--- config.mk ---
export PLATFORM = sky130hd
export DESIGN_NAME = spi_master_interface
export DESIGN_NICKNAME = d
export VERILOG_FILES = /design/src/rtl/spi_master_interface.sv
export SDC_FILE = /design/constraint.sdc
export NUM_CORES = 1
export LEC_CHECK = 0
export CAP_MARGIN = 40
export CORE_MARGIN = 2
export CORE_UTILIZATION = 53
export CTS_BUF_LIST = sky130_fd_sc_hd__clkbuf_4 sky130_fd_sc_hd__clkbuf_8
export CTS_CLUSTER_DIAMETER = 50
export DETAILED_ROUTE_END_ITERATION = 7
export PLACE_DENSITY = 0.79
export SLEW_MARGIN = 20
export SYNTH_ARGS = -nofsm -noshare
export SYNTH_HDL_FRONTEND = slang
export SYNTH_SLANG_ARGS = --single-unit
export TNS_END_PERCENT = 100
--- constraint.sdc ---
create_clock -name valid_clk -period 6.55 [get_ports valid_clk]
set_input_delay 1.31 -clock valid_clk [delete_from_list [all_inputs] [get_ports valid_clk]]
set_output_delay 1.31 -clock valid_clk [all_outputs]
set_load 0.1 [all_outputs]
--- src/rtl/spi_master_interface.sv ---
// SPI mode 0 master: one full-duplex MSB-first word per start request, with sck
// divided down from valid_clk and cs framing that includes setup, hold and idle gaps.
module spi_master_interface #(
  parameter int DATA_WIDTH = 16,
  parameter int CLK_DIV    = 4,
  parameter int CS_SETUP   = 2,
  parameter int CS_HOLD    = 2,
  parameter int CS_IDLE    = 2
) (
  input  logic                  valid_clk,
  input  logic                  reset,
  input  logic                  start,
  input  logic [DATA_WIDTH-1:0] data_to_send,
  output logic                  busy,
  output logic                  done,
  output logic [DATA_WIDTH-1:0] data_received,
  output logic                  cs,
  output logic                  sck,
  output logic                  mosi,
  input  logic                  miso
);

  localparam int BIT_W = $clog2(DATA_WIDTH) + 1;
  localparam int CNT_W = 16;

  typedef enum logic [2:0] {
    IDLE,
    SETUP,
    SCK_LO,
    SCK_HI,
    HOLD,
    GAP
  } state_t;

  state_t                  state_q, state_d;
  logic [CNT_W-1:0]        cnt_q, cnt_d;
  logic [BIT_W-1:0]        bit_cnt_q, bit_cnt_d;
  logic [DATA_WIDTH-1:0]   tx_shift_q, tx_shift_d;
  logic [DATA_WIDTH-1:0]   rx_shift_q, rx_shift_d;
  logic [DATA_WIDTH-1:0]   data_received_q, data_received_d;
  logic                    busy_q, busy_d;
  logic                    done_q, done_d;
  logic                    cs_q, cs_d;
  logic                    sck_q, sck_d;
  logic                    mosi_q, mosi_d;

  // Each timed state runs for N cycles and leaves on the edge where cnt_q == N-1.
  always_comb begin
    state_d         = state_q;
    cnt_d           = cnt_q;
    bit_cnt_d       = bit_cnt_q;
    tx_shift_d      = tx_shift_q;
    rx_shift_d      = rx_shift_q;
    data_received_d = data_received_q;
    busy_d          = busy_q;
    done_d          = 1'b0;
    cs_d            = cs_q;
    sck_d           = sck_q;
    mosi_d          = mosi_q;
    unique case (state_q)
      IDLE: begin
        if (start) begin
          tx_shift_d = data_to_send;
          mosi_d     = data_to_send[DATA_WIDTH-1];
          cs_d       = 1'b0;
          busy_d     = 1'b1;
          cnt_d      = '0;
          bit_cnt_d  = '0;
          state_d    = SETUP;
        end
      end
      SETUP: begin
        if (cnt_q == CNT_W'(CS_SETUP - 1)) begin
          cnt_d   = '0;
          state_d = SCK_LO;
        end else begin
          cnt_d = cnt_q + 1'b1;
        end
      end
      SCK_LO: begin
        if (cnt_q == CNT_W'(CLK_DIV - 1)) begin
          sck_d      = 1'b1;
          rx_shift_d = {rx_shift_q[DATA_WIDTH-2:0], miso};
          cnt_d      = '0;
          state_d    = SCK_HI;
        end else begin
          cnt_d = cnt_q + 1'b1;
        end
      end
      SCK_HI: begin
        if (cnt_q == CNT_W'(CLK_DIV - 1)) begin
          sck_d     = 1'b0;
          bit_cnt_d = bit_cnt_q + 1'b1;
          cnt_d     = '0;
          if ((bit_cnt_q + 1'b1) < BIT_W'(DATA_WIDTH)) begin
            tx_shift_d = {tx_shift_q[DATA_WIDTH-2:0], 1'b0};
            mosi_d     = tx_shift_q[DATA_WIDTH-2];
            state_d    = SCK_LO;
          end else begin
            mosi_d  = 1'b0;
            state_d = HOLD;
          end
        end else begin
          cnt_d = cnt_q + 1'b1;
        end
      end
      HOLD: begin
        if (cnt_q == CNT_W'(CS_HOLD - 1)) begin
          cs_d            = 1'b1;
          data_received_d = rx_shift_q;
          done_d          = 1'b1;
          cnt_d           = '0;
          state_d         = GAP;
        end else begin
          cnt_d = cnt_q + 1'b1;
        end
      end
      GAP: begin
        if (cnt_q == CNT_W'(CS_IDLE - 1)) begin
          busy_d  = 1'b0;
          cnt_d   = '0;
          state_d = IDLE;
        end else begin
          cnt_d = cnt_q + 1'b1;
        end
      end
      default: state_d = IDLE;
    endcase
  end

  always_ff @(posedge valid_clk or posedge reset) begin
    if (reset) begin
      state_q         <= IDLE;
      cnt_q           <= '0;
      bit_cnt_q       <= '0;
      tx_shift_q      <= '0;
      rx_shift_q      <= '0;
      data_received_q <= '0;
      busy_q          <= 1'b0;
      done_q          <= 1'b0;
      cs_q            <= 1'b1;
      sck_q           <= 1'b0;
      mosi_q          <= 1'b0;
    end else begin
      state_q         <= state_d;
      cnt_q           <= cnt_d;
      bit_cnt_q       <= bit_cnt_d;
      tx_shift_q      <= tx_shift_d;
      rx_shift_q      <= rx_shift_d;
      data_received_q <= data_received_d;
      busy_q          <= busy_d;
      done_q          <= done_d;
      cs_q            <= cs_d;
      sck_q           <= sck_d;
      mosi_q          <= mosi_d;
    end
  end

  assign busy          = busy_q;
  assign done          = done_q;
  assign data_received = data_received_q;
  assign cs            = cs_q;
  assign sck           = sck_q;
  assign mosi          = mosi_q;

endmodule

### Word-level counts from Yosys, hierarchy flattened

Cells that the tools add are included.
Widths: inputs -> output; s select.

| storage, ports and cells | value |
|---|---|
| input bits | 20 |
| flip-flop bits (word level) | 76 |
| output and inout bits | 21 |

| operators by class | value |
|---|---|
| add/sub/neg operators | 2 |
| reduce and logical (&&, ||, !) cells | 17 |
| $lt $le $gt $ge | 1 |
| eq/ne operators | 14 |
| mux-type cells | 34 |

Operators by type and width:

| operator | count |
|---|---|
| $mux 16 | 3 |
| $pmux 16 s3 | 1 |
| $mux 15 | 3 |
| $pmux 15 s2 | 1 |
| $mux 3 | 7 |
| $pmux 3 s6 | 1 |
| $add 16x1->16 const B | 1 |
| $eq 16x1->1 const B | 1 |
| $eq 16x2->1 const B | 1 |
| $ne 2x2->1 const B | 7 |
| $reduce_and 3->1 | 4 |
| $mux 1 | 11 |
| $mux 5 | 2 |
| $pmux 5 s2 | 1 |
| $pmux 1 s2 | 4 |
| $reduce_bool 2->1 | 4 |
| $eq 3x2->1 const B | 2 |
| $eq 3x3->1 const B | 2 |
| $reduce_and 2->1 | 3 |
| $reduce_and 6->1 | 1 |
| $add 5x1->5 const B | 1 |
| $lt 5x5->1 const B | 1 |
| $reduce_and 4->1 | 1 |
| $eq 3x1->1 const B | 1 |
| 4 further kinds | 4 |

### Depth between registers and ports, before layout

Gate-level depths: netlist of the first run.

| logic depth | value |
|---|---|
| depth in word-level cells | 5 |
| gate-level depth with buffers | 8 |
| gate-level depth less buffers | 7 |

### Least setup slack after synthesis of the first run

No wires, ideal clock.

| timing path | value |
|---|---|
| kind | input -> register |
| start | input start |
| end | register cnt_q[15] |
| data arrival time | 2.490 ns |
| stages | 6 |
| slack | 3.928 ns |
| buffers on the path | 1 |
| cells stage by stage | nor4_1 -> or4b_1 -> clkbuf_1 -> nor4_1 -> xnor2_1 -> nor2_1 |

| between the ends | value |
|---|---|
| cells in the longest elaborated chain, start to end | 2 |

RTL lines:

| element | line | RTL |
|---|---|---|
| start: declaration | 12 | `input logic start,` |
| $ne 2x2->1 (no source line) | n/a |  |
| $reduce_and 2->1 (no source line) | n/a |  |
| end signal: assignment | 146 | `cnt_q <= cnt_d;` |
| end: declaration | 36 | `logic [CNT_W-1:0] cnt_q, cnt_d;` |

Every way passes these cells.
A chain may end at the register's enable or synchronous reset.

### Worst setup path after layout of the first run

| timing path | value |
|---|---|
| start | register cs_q (netlist: cs) |
| end | output cs |

RTL lines:

| element | line | RTL |
|---|---|---|
| start: declaration | 43 | `logic cs_q, cs_d;` |
| start signal: assignment | 153 | `cs_q <= cs_d;` |
| end: declaration | 17 | `output logic cs,` |

No word-level cell between the ends.

==> impl_metrics.csv, run 1 <==
group,metric,value,unit
finish,nFillCells,424,
placement,hpwl,4980,µm
worst_setup_path,cp.required,5.24,ns
grt,grt_pass1_wl,12200,µm
worst_setup_path,start_kind,"register",
route,routedWlPerCell,16.2,µm
clock_network,cts_setup_buffers,0,
worst_setup_path,r2r_cells,6,
synthesis,yosysTopAreaCellShare,0.550,
grt,antenna_found_initial,0,
synthesis,synth_seq_cells,76,
die,die_area,0.00710,mm²
synthesis,synthCells,283,
min_path,min-delay-start,"rx_shift_q[15]$_DFFE_PP0P_",
timing,skew,0.0131,ns
clock_network,htreeDepth,3,
worst_setup_path,worstSetupPathType,"register to output pin",
finish,area_growth,29.8,%
synthesis,yosysUniqueCellTypes,45,
finish,regArea,0.00190,mm²
die,ios,41,
clock_network,cts_inserted_buffers,9,
timing,post-route-period-util,0.451,
die,row_count,29,
synthesis,synth.area.top_cells,"dfrtp_1 55%, mux2_2 4.9%, mux2_4 4.4%",
synthesis,synthMostInstantiatedCell,"dfrtp_1",
pwr,p_leak,2.03,nW
grt,grt_pass1_vias,2567,
worst_setup_path,r2r-start,"state_q[2]$_DFFE_PP0P_",
grt,grt_max_degree,43,
route,num_vias,2451,
die,start_util,0.544,
synthesis,synth_area,0.00341,mm²
finish,layout.nets,369,
timing,rsz0062_at_grt,"false",
finish,multi_input_area,0.00142,mm²
synthesis,yosys-top-cells-count,"75 x dfrtp_1, 24 x nor2_1, 15 x mux2_2, 14 x a22oi_1, 14 x o2bb2ai_1",
timing,finalSetupViolations,0,
grt,grtUsageTotal,0.217,
grt,overflow,0,
timing,tightest_slew,0.618,ns
die,die_y,84.3,µm
worst_setup_path,reg2reg_to,"mosi$_DFFE_PP0P_",
synthesis,synth_top_cell_by_area,"dfrtp_1",
clock_network,clk_latency,0.35,ns
die,coreArea,0.00628,mm²
pwr,p_per_area,189,mW/mm²
run,drv_cap,0,
synthesis,avgSynthCellArea,12.1,µm²
route,drtIter0Drc,110,
synthesis,synth_edf_count,0,
timing,hold_viol_final,0,
worst_setup_path,crit_arrival,1.65,ns
worst_setup_path,cp_max_fo,2,
worst_setup_path,reg2reg_slack,4.01,ns
die,die_w,84.3,µm
timing,maxSlewHeadroom,0.588,
clock_network,cts_tree,"built",
worst_setup_path,end_kind,"output pin",
finish,num_antenna_cells,0,
synthesis,yosysSeqAreaShare,0.558,
timing,hold_ws,0.494,ns
min_path,hold_path_class,"register to register",
clock_network,path_clk_slew,0.09,ns
min_path,min_path_cells,1,
placement,portBuffers,40,
clock_network,ctsHoldBuffers,0,
route,drc_errors,0,
run_status,run_status,"finished, final reports clean",
synthesis,ys_async_sr_fraction,1.00,
timing,drv_slew,0,
clock_network,cts-resized-gates,0,
timing,max_freq,338,MHz
synthesis,yosysWarnings,0,
synthesis,syn-num-nets,306,
pwr,ir_drop,0.141,mV
route,drt_wl_total,6920,µm
finish,drive_gt1_frac,0.217,
clock_network,root_buffer,"clkbuf_8",
synthesis,synth_ff_type,"dfrtp_1",
min_path,min_to,"data_received[15]$_DFFE_PP0P_",
route,ant_nets,0,
route,first_pass_iters,4,
clock_network,cts_max_path_buffers,2,
timing,min_period,2.96,ns
route,routed_via_density,5.73,
placement,gp_congestion,0.771,
timing,tns,0,ns
clock_network,clock_sinks,76,
sequential cells by signal, summed over array words and instances (netlist names):
register	cells
cnt_q	16
data_received	16
rx_shift_q	16
tx_shift_q	15
bit_cnt_q	5
state_q	3
busy	1
cs	1
done	1
mosi	1
sck	1
critical path, cell delays in order, from the launching register on:
cell and delay [ns]:
dfstp_2 0.54, clkdlybuf4s50_1 0.57, buf_16 0.19
cells in the final DEF, fill, tap and decap left out, types with 5 or more instances in the layout:
cell type / netlist / routed
dfrtp_1: 75 / 75
clkdlybuf4s50_1: 0 / 40
nor2_1: 24 / 24
buf_8: 0 / 22
mux2_2: 15 / 15
a22oi_1: 14 / 14
o2bb2ai_1: 14 / 14
o21ai_0: 11 / 11
mux2_4: 10 / 10
nand2_1: 10 / 10
xnor2_1: 10 / 10
nand3_1: 9 / 9
clkbuf_8: 0 / 9
mux2_1: 8 / 8
nor3_1: 7 / 7
nand4_1: 6 / 6
a21o_1: 5 / 5
cell type report:
| type | instances | share of cell area |
|---|---|---|
| flip-flops and latches | 76 | 0.430 |
| multi-input cells | 186 | 0.319 |
| repair buffers | 68 | 0.182 |
| clock buffers | 9 | 0.0280 |
| well taps | 77 | 0.0218 |
| clock inverters | 7 | 0.0150 |
| inverters | 5 | 0.00424 |
per-layer routing:
| metal | global-route usage | vias up | routed length [µm] |
|---|---|---|---|
| li1 | - | 1160 | - |
| met1 | 0.296 | 1245 | 3170 |
| met2 | 0.351 | 42 | 3450 |
| met3 | 0.0472 | 4 | 246 |
| met4 | 0.0704 | 0 | 47 |
| met5 | 0 | - | 0 |
power breakdown:
part | total, W | internal [W] | switching [W]
sequential | 0.000469 | 0.000469 | 0.000000255
combinational | 0.0000264 | 0.0000141 | 0.0000122
clock | 0.000342 | 0.000148 | 0.000194
total | 0.000838 | 0.000631 | 0.000207
stage by stage:
| step | setup WS [ns] | area [µm²] | cells | total power [W] | util |
|---|---|---|---|---|---|
| detailed placement | 3.27 | 4230 | 411 | 0.000506 | 0.675 |
| floorplan | 3.30 | 3410 | 283 | 0.000489 | - |
| CTS | 3.58 | 4420 | 427 | 0.000844 | 0.705 |
| finish | 3.59 | 4430 | 428 | 0.000838 | 0.706 |
| global route | 3.54 | 4430 | 428 | 0.000865 | 0.706 |
| global placement | 2.96 | 3850 | 386 | 0.000504 | 0.613 |
how the worst max path moves through the flow:
stage / start / to / slack [ns] / cells past startpoint
detailed placement: start / cnt_q[15]$_DFFE_PP0P_ / 3.27 / 6
CTS: cs$_DFFE_PP1P_ / cs / 3.58 / 2
global placement: start / tx_shift_q[0]$_DFFE_PP0P_ / 2.96 / 5
floorplan: reset / bit_cnt_q[0]$_DFFE_PP0P_ / 3.30 / 1
global route: cs$_DFFE_PP1P_ / cs / 3.54 / 2
finish: cs$_DFFE_PP1P_ / cs / 3.59 / 2
cell families (layout without fill, tap and decap cells):
family	count (synthesis)	after routing	synth area share
AND/OR/NAND/NOR	80	80	0.129
flip-flops	76	76	0.558
AO/OA/AOI/OAI	56	56	0.118
multiplexers	34	34	0.123
buffers and inverters	21	89	0.0279
XOR/XNOR	13	13	0.0334
adder cells (fa/ha/maj)	3	3	0.0110
No activity file was read; power rests on OpenSTA's default activity.
==> run 2: changes to the inputs <==
- CORE_UTILIZATION: 53 -> 52
- PLACE_DENSITY: 0.79 -> 0.81
- clock period: 6.55 -> 2.6 ns (I/O delays scaled with it)
==> run 2 against run 1 <==
  * Die area up 1.8%
  * Total power rose to 2.6 times the previous value
  * Sequential cell count unchanged
  * Clock skew down 0.0037 ns
  * Via count down 4.4%
  * Non-clock buffer count down 17
  * Critical path depth up 4
  * Combinational power rose to 2.6 times the previous value
  * First-iteration DRC count up 52%
  * Core utilization down 6.6 points
==> impl_metrics.csv, run 2 (synthesis gave the netlist of run 1 again) <==
group,metric,value,unit
die,ios,41,
clock_network,cts_setup_buffers,0,
worst_setup_path,startpoint,"cnt_q[11]$_DFFE_PP0P_",
timing,tightest_slew,0.571,ns
route,drc_errors,0,
timing,rsz0062_at_grt,"false",
finish,mostFrequentLayoutCells,"75 x dfrtp_1, 32 x buf_4, 24 x nor2_1, 19 x clkdlybuf4s50_1, 15 x mux2_2",
timing,max_freq,421,MHz
timing,post-route-period-util,0.914,
worst_setup_path,cp_cell_sequence,"nor4_2, and2_1, nand4_1, or3_1, buf_4, mux2_4",
placement,gp_congestion,0.840,
clock_network,clock_sinks,76,
finish,area_growth,19.1,%
pwr,ir_drop,0.379,mV
finish,layout.nets,352,
finish,nFillCells,493,
timing,maxSlewHeadroom,0.619,
grt,grt_pass1_wl,11500,µm
clock_network,path_clk_slew,0.08,ns
grt,antenna_found_initial,0,
worst_setup_path,cp_max_fo,16,
die,start_util,0.538,
run_status,run_status,"finished, final reports clean",
die,die_y,85.0,µm
worst_setup_path,cp.required,2.84,ns
clock_network,root_buffer,"clkbuf_8",
min_path,min-delay-start,"data_received[4]$_DFFE_PP0P_",
route,num_vias,2344,
route,first_pass_iters,4,
min_path,hold_path_class,"register to register",
worst_setup_path,max_stage_delay,0.49,ns
placement,portBuffers,40,
finish,fin_area,0.00406,mm²
route,routedWlPerCell,16.3,µm
pwr,p_per_area,530,mW/mm²
finish,mostFrequentLayoutCell,"dfrtp_1",
die,coreArea,0.00635,mm²
clock_network,ctsHoldBuffers,0,
clock_network,cts_tree,"built",
finish,drive_gt1_frac,0.240,
finish,num_antenna_cells,0,
timing,drv_slew,0,
worst_setup_path,worstSetupPathType,"register to register",
worst_setup_path,end_kind,"register",
clock_network,clk_latency,0.35,ns
placement,hpwl,4600,µm
route,drt_wl_total,6700,µm
timing,tns,0,ns
clock_network,htreeDepth,3,
die,row_count,29,
die,die_w,85.0,µm
grt,grtUsageTotal,0.201,
worst_setup_path,r2r-start,"cnt_q[11]$_DFFE_PP0P_",
route,routed_via_density,5.70,
grt,grt_max_degree,30,
worst_setup_path,start_kind,"register",
timing,finalSetupViolations,0,
route,drtIter0Drc,167,
clock_network,cts_max_path_buffers,2,
clock_network,cts_inserted_buffers,9,
grt,overflow,0,
placement,placed_cell_area,0.00386,mm²
run,drv_cap,0,
route,ant_nets,0,
timing,skew,0.00940,ns
worst_setup_path,crit_arrival,2.61,ns
grt,grt_pass1_vias,2370,
pwr,p_leak,1.92,nW
die,die_area,0.00723,mm²
clock_network,cts-resized-gates,0,
timing,min_period,2.38,ns
worst_setup_path,slowest_stage,"nor4_2",
timing,hold_viol_final,0,
## run 2: changes by cell type in the layout (fill, tap and decap cells not counted), sizes merged
cell	delta
clkinvlp	+2
bufinv	+1
inv	-4
clkdlybuf4s50	-21
buf	+4
clkinv	+1
## run 2: worst paths after layout
check | to | slack [ns] | depth (start not counted)
worst max-delay path | rx_shift_q[8]$_DFFE_PP0P_ | 0.22 | 6
worst min-delay path | data_received[4]$_DFFE_PP0P_ | 0.49 | 1
worst max register to register | rx_shift_q[8]$_DFFE_PP0P_ | 0.22 | 6
worst min register to register | data_received[4]$_DFFE_PP0P_ | 0.49 | 1
max in group asynchronous | tx_shift_q[12]$_DFFE_PP0P_ | 1.42 | 3
min in group asynchronous | data_received[6]$_DFFE_PP0P_ | 0.55 | 2
## run 2: area by class of cell
type	instances	area [µm²]	share of cell area
clock buffers	9	124	0.0305
repair buffers	51	430	0.106
inverters	5	18.8	0.00462
flip-flops and latches	76	1900	0.468
multi-input cells	186	1420	0.348
clock inverters	7	76.3	0.0188
well taps	77	96.3	0.0237
## run 2: worst max-delay path: cells and delay by family (launching register included)
| kind | cells | cell delay [ns] |
|---|---|---|
| multiplexers | 1 | 0.32 |
| flip-flops | 1 | 0.44 |
| buffers and inverters | 1 | 0.24 |
| AND/OR/NAND/NOR | 4 | 1.27 |
## run 2: metal layers
metal | global-route usage | routed length [µm] | part of all wire
met2 | 0.304 | 3150 | 0.47
met1 | 0.276 | 3050 | 0.46
met5 | 0 | 0 | 0
met4 | 0.0722 | 110 | 0.016
met3 | 0.0623 | 378 | 0.056
## run 2: metrics by stage
step                cells  worst slack (ns)  hold slack (ns)  total power, W   util
floorplan             283             0.143            0.449         0.00123      -
global placement      395             0.169            0.471         0.00127  0.608
detailed placement    395             0.116            0.478         0.00128  0.608
CTS                   411             0.268            0.499         0.00218  0.640
global route          411             0.126            0.509         0.00224  0.640
finish                411             0.224            0.494         0.00215  0.640
## run 2: where the power goes
part,internal (W),switching (W)
logic,0.0000364,0.0000316
registers,0.00118,0.000000585
clock network,0.000448,0.000457
==> RTL change 1: new RTL, settings of run 2 <==
Take the reset off `tx_shift_q`, `rx_shift_q` and `data_received_q` and load them in a clocked block of their own.
--- a/src/rtl/spi_master_interface.sv
+++ b/src/rtl/spi_master_interface.sv
@@ -134,7 +134,4 @@
       cnt_q           <= '0;
       bit_cnt_q       <= '0;
-      tx_shift_q      <= '0;
-      rx_shift_q      <= '0;
-      data_received_q <= '0;
       busy_q          <= 1'b0;
       done_q          <= 1'b0;
@@ -146,7 +143,4 @@
       cnt_q           <= cnt_d;
       bit_cnt_q       <= bit_cnt_d;
-      tx_shift_q      <= tx_shift_d;
-      rx_shift_q      <= rx_shift_d;
-      data_received_q <= data_received_d;
       busy_q          <= busy_d;
       done_q          <= done_d;
@@ -155,4 +149,10 @@
       mosi_q          <= mosi_d;
     end
+  end
+
+  always_ff @(posedge valid_clk) begin
+    tx_shift_q      <= tx_shift_d;
+    rx_shift_q      <= rx_shift_d;
+    data_received_q <= data_received_d;
   end
 
Behaviour: same outputs for any inputs over 10 cycles, from zero or initial values and one cycle with reset high; that may be too few to reach the edited logic, so the function may still have changed.
==> RTL change 1 against run 2 <==
Wire length decreased by 10%; synthesized area fell by 5.8%; sequential cell count unchanged; final area shrank 2.5%; via count decreased by 8.1%; total power increased by 8.4%; count of clock-buffer cells in the layout did not move; worst setup slack got worse by 0.046 ns; largest cell class unchanged; highest routed layer unchanged.
==> RTL change 1: results (changes against run 2) <==
| Metric | Value |
|---|---|
| GR Util met3 | `0.0489 (-0.0133)` |
| Clock skew after layout | `0.00907 ns (-0.000337 ns)` |
| Min-Delay Path Depth | `0 (-1)` |
| Main area contributors after synthesis | `edfxtp_1, dfrtp_1, nand2_1` |
| Critical Path Source | `cnt_q[10]$_DFFE_PP0P_` |
| Max rail drop VDD | `0.327 mV (-14%)` |
| Adder and majority cell fraction of the synthesized area | `0.0117 (+0.000681)` |
| Wire length of the first global-routing pass | `9360 um (-19%)` |
| Status | `complete, no violations` |
| Minimum setup slack after placement | `0.166 ns (+0.0500 ns)` |
| Mapped Nets | `290 (-5.2%)` |
| Crit path arrival time | `2.48 ns (-0.13 ns)` |
| Area share of the largest cell type after synthesis | `0.439 (-0.111)` |
| Flip-flop cell with the highest count after synthesis | `edfxtp_1` |
| Flop-to-flop setup slack | `0.18 ns (-0.05 ns)` |
| Post-synthesis compound-gate area fraction | `0.0701 (-0.0483)` |
| Slew at the pin closest to its max-slew limit | `0.652 ns (+0.0805 ns)` |
| TritonCTS buffer count | `9 (unchanged)` |
| R2r worst-path depth | `5 (-1)` |
| Worst hold slack across all endpoints | `0.430 ns (-0.0637 ns)` |
| Mux contribution to synthesized area | `0.0171 (-0.106)` |
| Async set-or-reset flop fraction in the synthesized netlist | `0.382 (-0.618)` |
| Routability-driven placement congestion ratio | `0.891 (+6.1%)` |
| Routed wire per std cell | `15.0 um (-8.0%)` |
| Number of distinct library cell variants in the gate-level netlist after synthesis | `42 (-6.7%)` |
| Worst r2r dst | `tx_shift_q[3]$_DFFE_PP_` |
| Leak | `0.00159 uW (-17%)` |
| Top cells by count, synth | `nand2_1, edfxtp_1, dfrtp_1` |
| Vias in the first global route | `2067 (-13%)` |
| Xor/xnor cell area share of the yosys netlist | `0.0272 (-0.00611)` |
| Worst path slowest cell | `or4_4` |
| Startpoint of the tightest hold check path | `rx_shift_q[15]$_DFFE_PP_` |
| Instance area at placement | `3740 um2 (-3.3%)` |
| Met2 wirelength from detailed routing | `2940 um (-6.8%)` |
| Share of post-route cells with drive strength above 1 | `0.196 (-0.0432)` |
| Met2 capacity usage during global routing | `0.310 (+0.00651)` |
| Post-placement cell count | `385 (-2.5%)` |
| Crit-path max cell delay | `0.60 ns (+0.11 ns)` |
| Worst min path class | `flop to flop` |
| Detailed-routing wirelength on met1 | `2680 um (-12%)` |
| Sequential-to-total area share from yosys stat | `0.665 (+0.108)` |
| Final worst path period need | `2.42 ns (+0.0464 ns)` |
| Tot GR Track Use | `0.191 (-0.0100)` |
| Layout Nets | `344 (-2.3%)` |
| Sum of net half-perimeters after detailed placement | `4120 um (-10%)` |
| DR vias | `2153 (-8.1%)` |
| # fillers | `446 (-9.5%)` |
| Count of flip-flops with a built-in enable after synthesis | `47 (+47)` |
| Highest routing layer actually used | `met4` |
| Finished Layout Cells | `401 (-2.4%)` |
| Number of cells produced by synthesis | `267 (-5.7%)` |
[RTL change 1: cell types whose count changed in the layout (fill, tap and decap cells not counted), moves of 9 or more]
cell / delta
a22oi_1: -14
mux2_2: -11
edfxtp_1: +47
nand2_1: +47
o2bb2ai_1: -14
dfrtp_1: -47
mux2_4: -10
nor2_1: -9
[RTL change 1: cells by family (layout without fill, tap and decap cells)]
kind of cell | count (synthesis) | count (layout)
buffers and inverters | 15 | 74
and+or+nand+nor | 121 | 121
xor gates and xnor gates | 10 | 10
DFF | 76 | 76
AOI/OAI and AO/OA | 37 | 37
adders and majority gates | 3 | 3
muxes | 5 | 5
[RTL change 1: final cells by class]
cell class	count	area, um2	share of cell area
timing repair buffer	51	455	0.115
clock inverter	7	100	0.0253
clock buffer	9	124	0.0313
multi-input combinational	176	1020	0.258
sequential	76	2140	0.540
inverter	7	26.3	0.00663
tap	75	93.8	0.0237
[RTL change 1: power by group]
group,internal (uW),switching (uW)
logic,36.6,34.5
registers,1280,6.25
clock network,544,433
total,1860,474
==> RTL change 2: new RTL, settings of run 2 <==
Without the edit above. Set the localparam `CNT_W` to 32 (it was 16).
--- a/src/rtl/spi_master_interface.sv
+++ b/src/rtl/spi_master_interface.sv
@@ -22,5 +22,5 @@
 
   localparam int BIT_W = $clog2(DATA_WIDTH) + 1;
-  localparam int CNT_W = 16;
+  localparam int CNT_W = 32;
 
   typedef enum logic [2:0] {
Formal check against the unedited RTL: no difference found for any inputs over 10 cycles, from zero or initial values and one cycle with reset high; that may be too few to reach the edited logic, so the function may still have changed.
==> RTL change 2 against run 2 <==
Total power rose by 24%; count of clock-buffer cells in the layout unchanged; sequential cell count is 16 higher; critical path depth fell by 1; combinational power increased to 2.7 times the old value; synthesized area up 31%; wire length up 37%; final area grew 29%; worst setup slack got worse by 0.076 ns; largest power group unchanged.
==> RTL change 2: results (changes against run 2) <==
| Metric | Value |
|---|---|
| Max rail drop VDD | `0.354 mV (-6.7%)` |
| DR vias | `3342 (+43%)` |
| Layout Nets | `493 (+40%)` |
| Final Routed Wirelength | `9170 um (+37%)` |
| Flop-to-flop setup slack | `0.15 ns (-0.08 ns)` |
| Slew at the pin closest to its max-slew limit | `0.629 ns (+0.0577 ns)` |
| Met2 wirelength from detailed routing | `4470 um (+42%)` |
| Vias in the first global route | `3410 (+44%)` |
| Hold worst-path end | `tx_shift_q[0]$_DFFE_PP0P_` |
| R2r worst-path depth | `5 (-1)` |
| Detailed-routing wirelength on met1 | `4250 um (+39%)` |
| Sequential logic power | `1520 uW (+29%)` |
| Startpoint of the worst register-to-register path | `cnt_q[24]$_DFFE_PP0P_` |
| Number of distinct library cell variants in the gate-level netlist after synthesis | `56 (+24%)` |
| Biggest fanout along the worst timing path | `15 (-1)` |
| Tot GR Track Use | `0.204 (+0.00353)` |
| Detailed Route Iter0 Violations | `202 (+21%)` |
| Worst hold slack across all endpoints | `0.485 ns (-0.00898 ns)` |
| P per Cell Area | `509 nW/um2 (-4.0%)` |
| GR Util met3 | `0.0484 (-0.0138)` |
| Share of post-route cells with drive strength above 1 | `0.238 (-0.00163)` |
| Pin count of the biggest net entering global routing | `40 (+33%)` |
| Instance area at placement | `5050 um2 (+31%)` |
| Routability-driven placement congestion ratio | `0.879 (+4.6%)` |
| Sum of net half-perimeters after detailed placement | `6420 um (+40%)` |
| Int Pwr | `1930 uW (+16%)` |
| Power drawn by the combinational cells | `181 uW (+170%)` |
| Sequential-to-total area share from yosys stat | `0.514 (-0.0440)` |
| # fillers | `645 (+31%)` |
| Mapped Nets | `443 (+45%)` |
| Leak | `0.00244 uW (+27%)` |
| Startpoint of the tightest hold check path | `tx_shift_q[0]$_DFFE_PP0P_` |
| Top cells by count, synth | `dfrtp_1, nand2_1, mux2_2` |
| Status | `complete, no violations` |
| Crit-path max cell delay | `0.46 ns (-0.03 ns)` |
| Clk Latency, worst-skew pair | `0.37 ns (+0.02 ns)` |
| Worst r2r dst | `tx_shift_q[8]$_DFFE_PP0P_` |
| DR WL met3 | `321 um (-15%)` |
| Main area contributors after synthesis | `dfrtp_1, mux2_2, nand2_1` |
| Met2 capacity usage during global routing | `0.324 (+0.0203)` |
| Wire length of the first global-routing pass | `15800 um (+37%)` |
[RTL change 2: per-stage QoR]
step	worst slack (ns)	std cells	power [uW]
after global routing	0.0356	580	2790
after detailed placement	0.143	564	1730
after global placement	0.188	564	1720
after CTS	0.189	580	2700
after floorplan	0.409	420	1660
final	0.148	580	2670
[RTL change 2: area by class of cell]
cell class,instances,area share
Clock buffer,9,0.0236
Clock inverter,7,0.0150
Inverter,7,0.00572
Multi-Input combinational cell,300,0.390
Sequential cell,92,0.438
Tap cell,105,0.0250
Timing Repair Buffer,60,0.102
[RTL change 2: cells by family (layout without fill, tap and decap cells)]
| group | count (synthesis) | in the layout | synth area share |
|---|---|---|---|
| fa+ha+maj | 3 | 3 | 0.00837 |
| flops | 92 | 92 | 0.514 |
| compound gates | 52 | 52 | 0.0759 |
| mux | 50 | 50 | 0.132 |
| xor+xnor | 15 | 15 | 0.0293 |
| buf+inv | 28 | 83 | 0.0304 |
| simple gates | 180 | 180 | 0.211 |
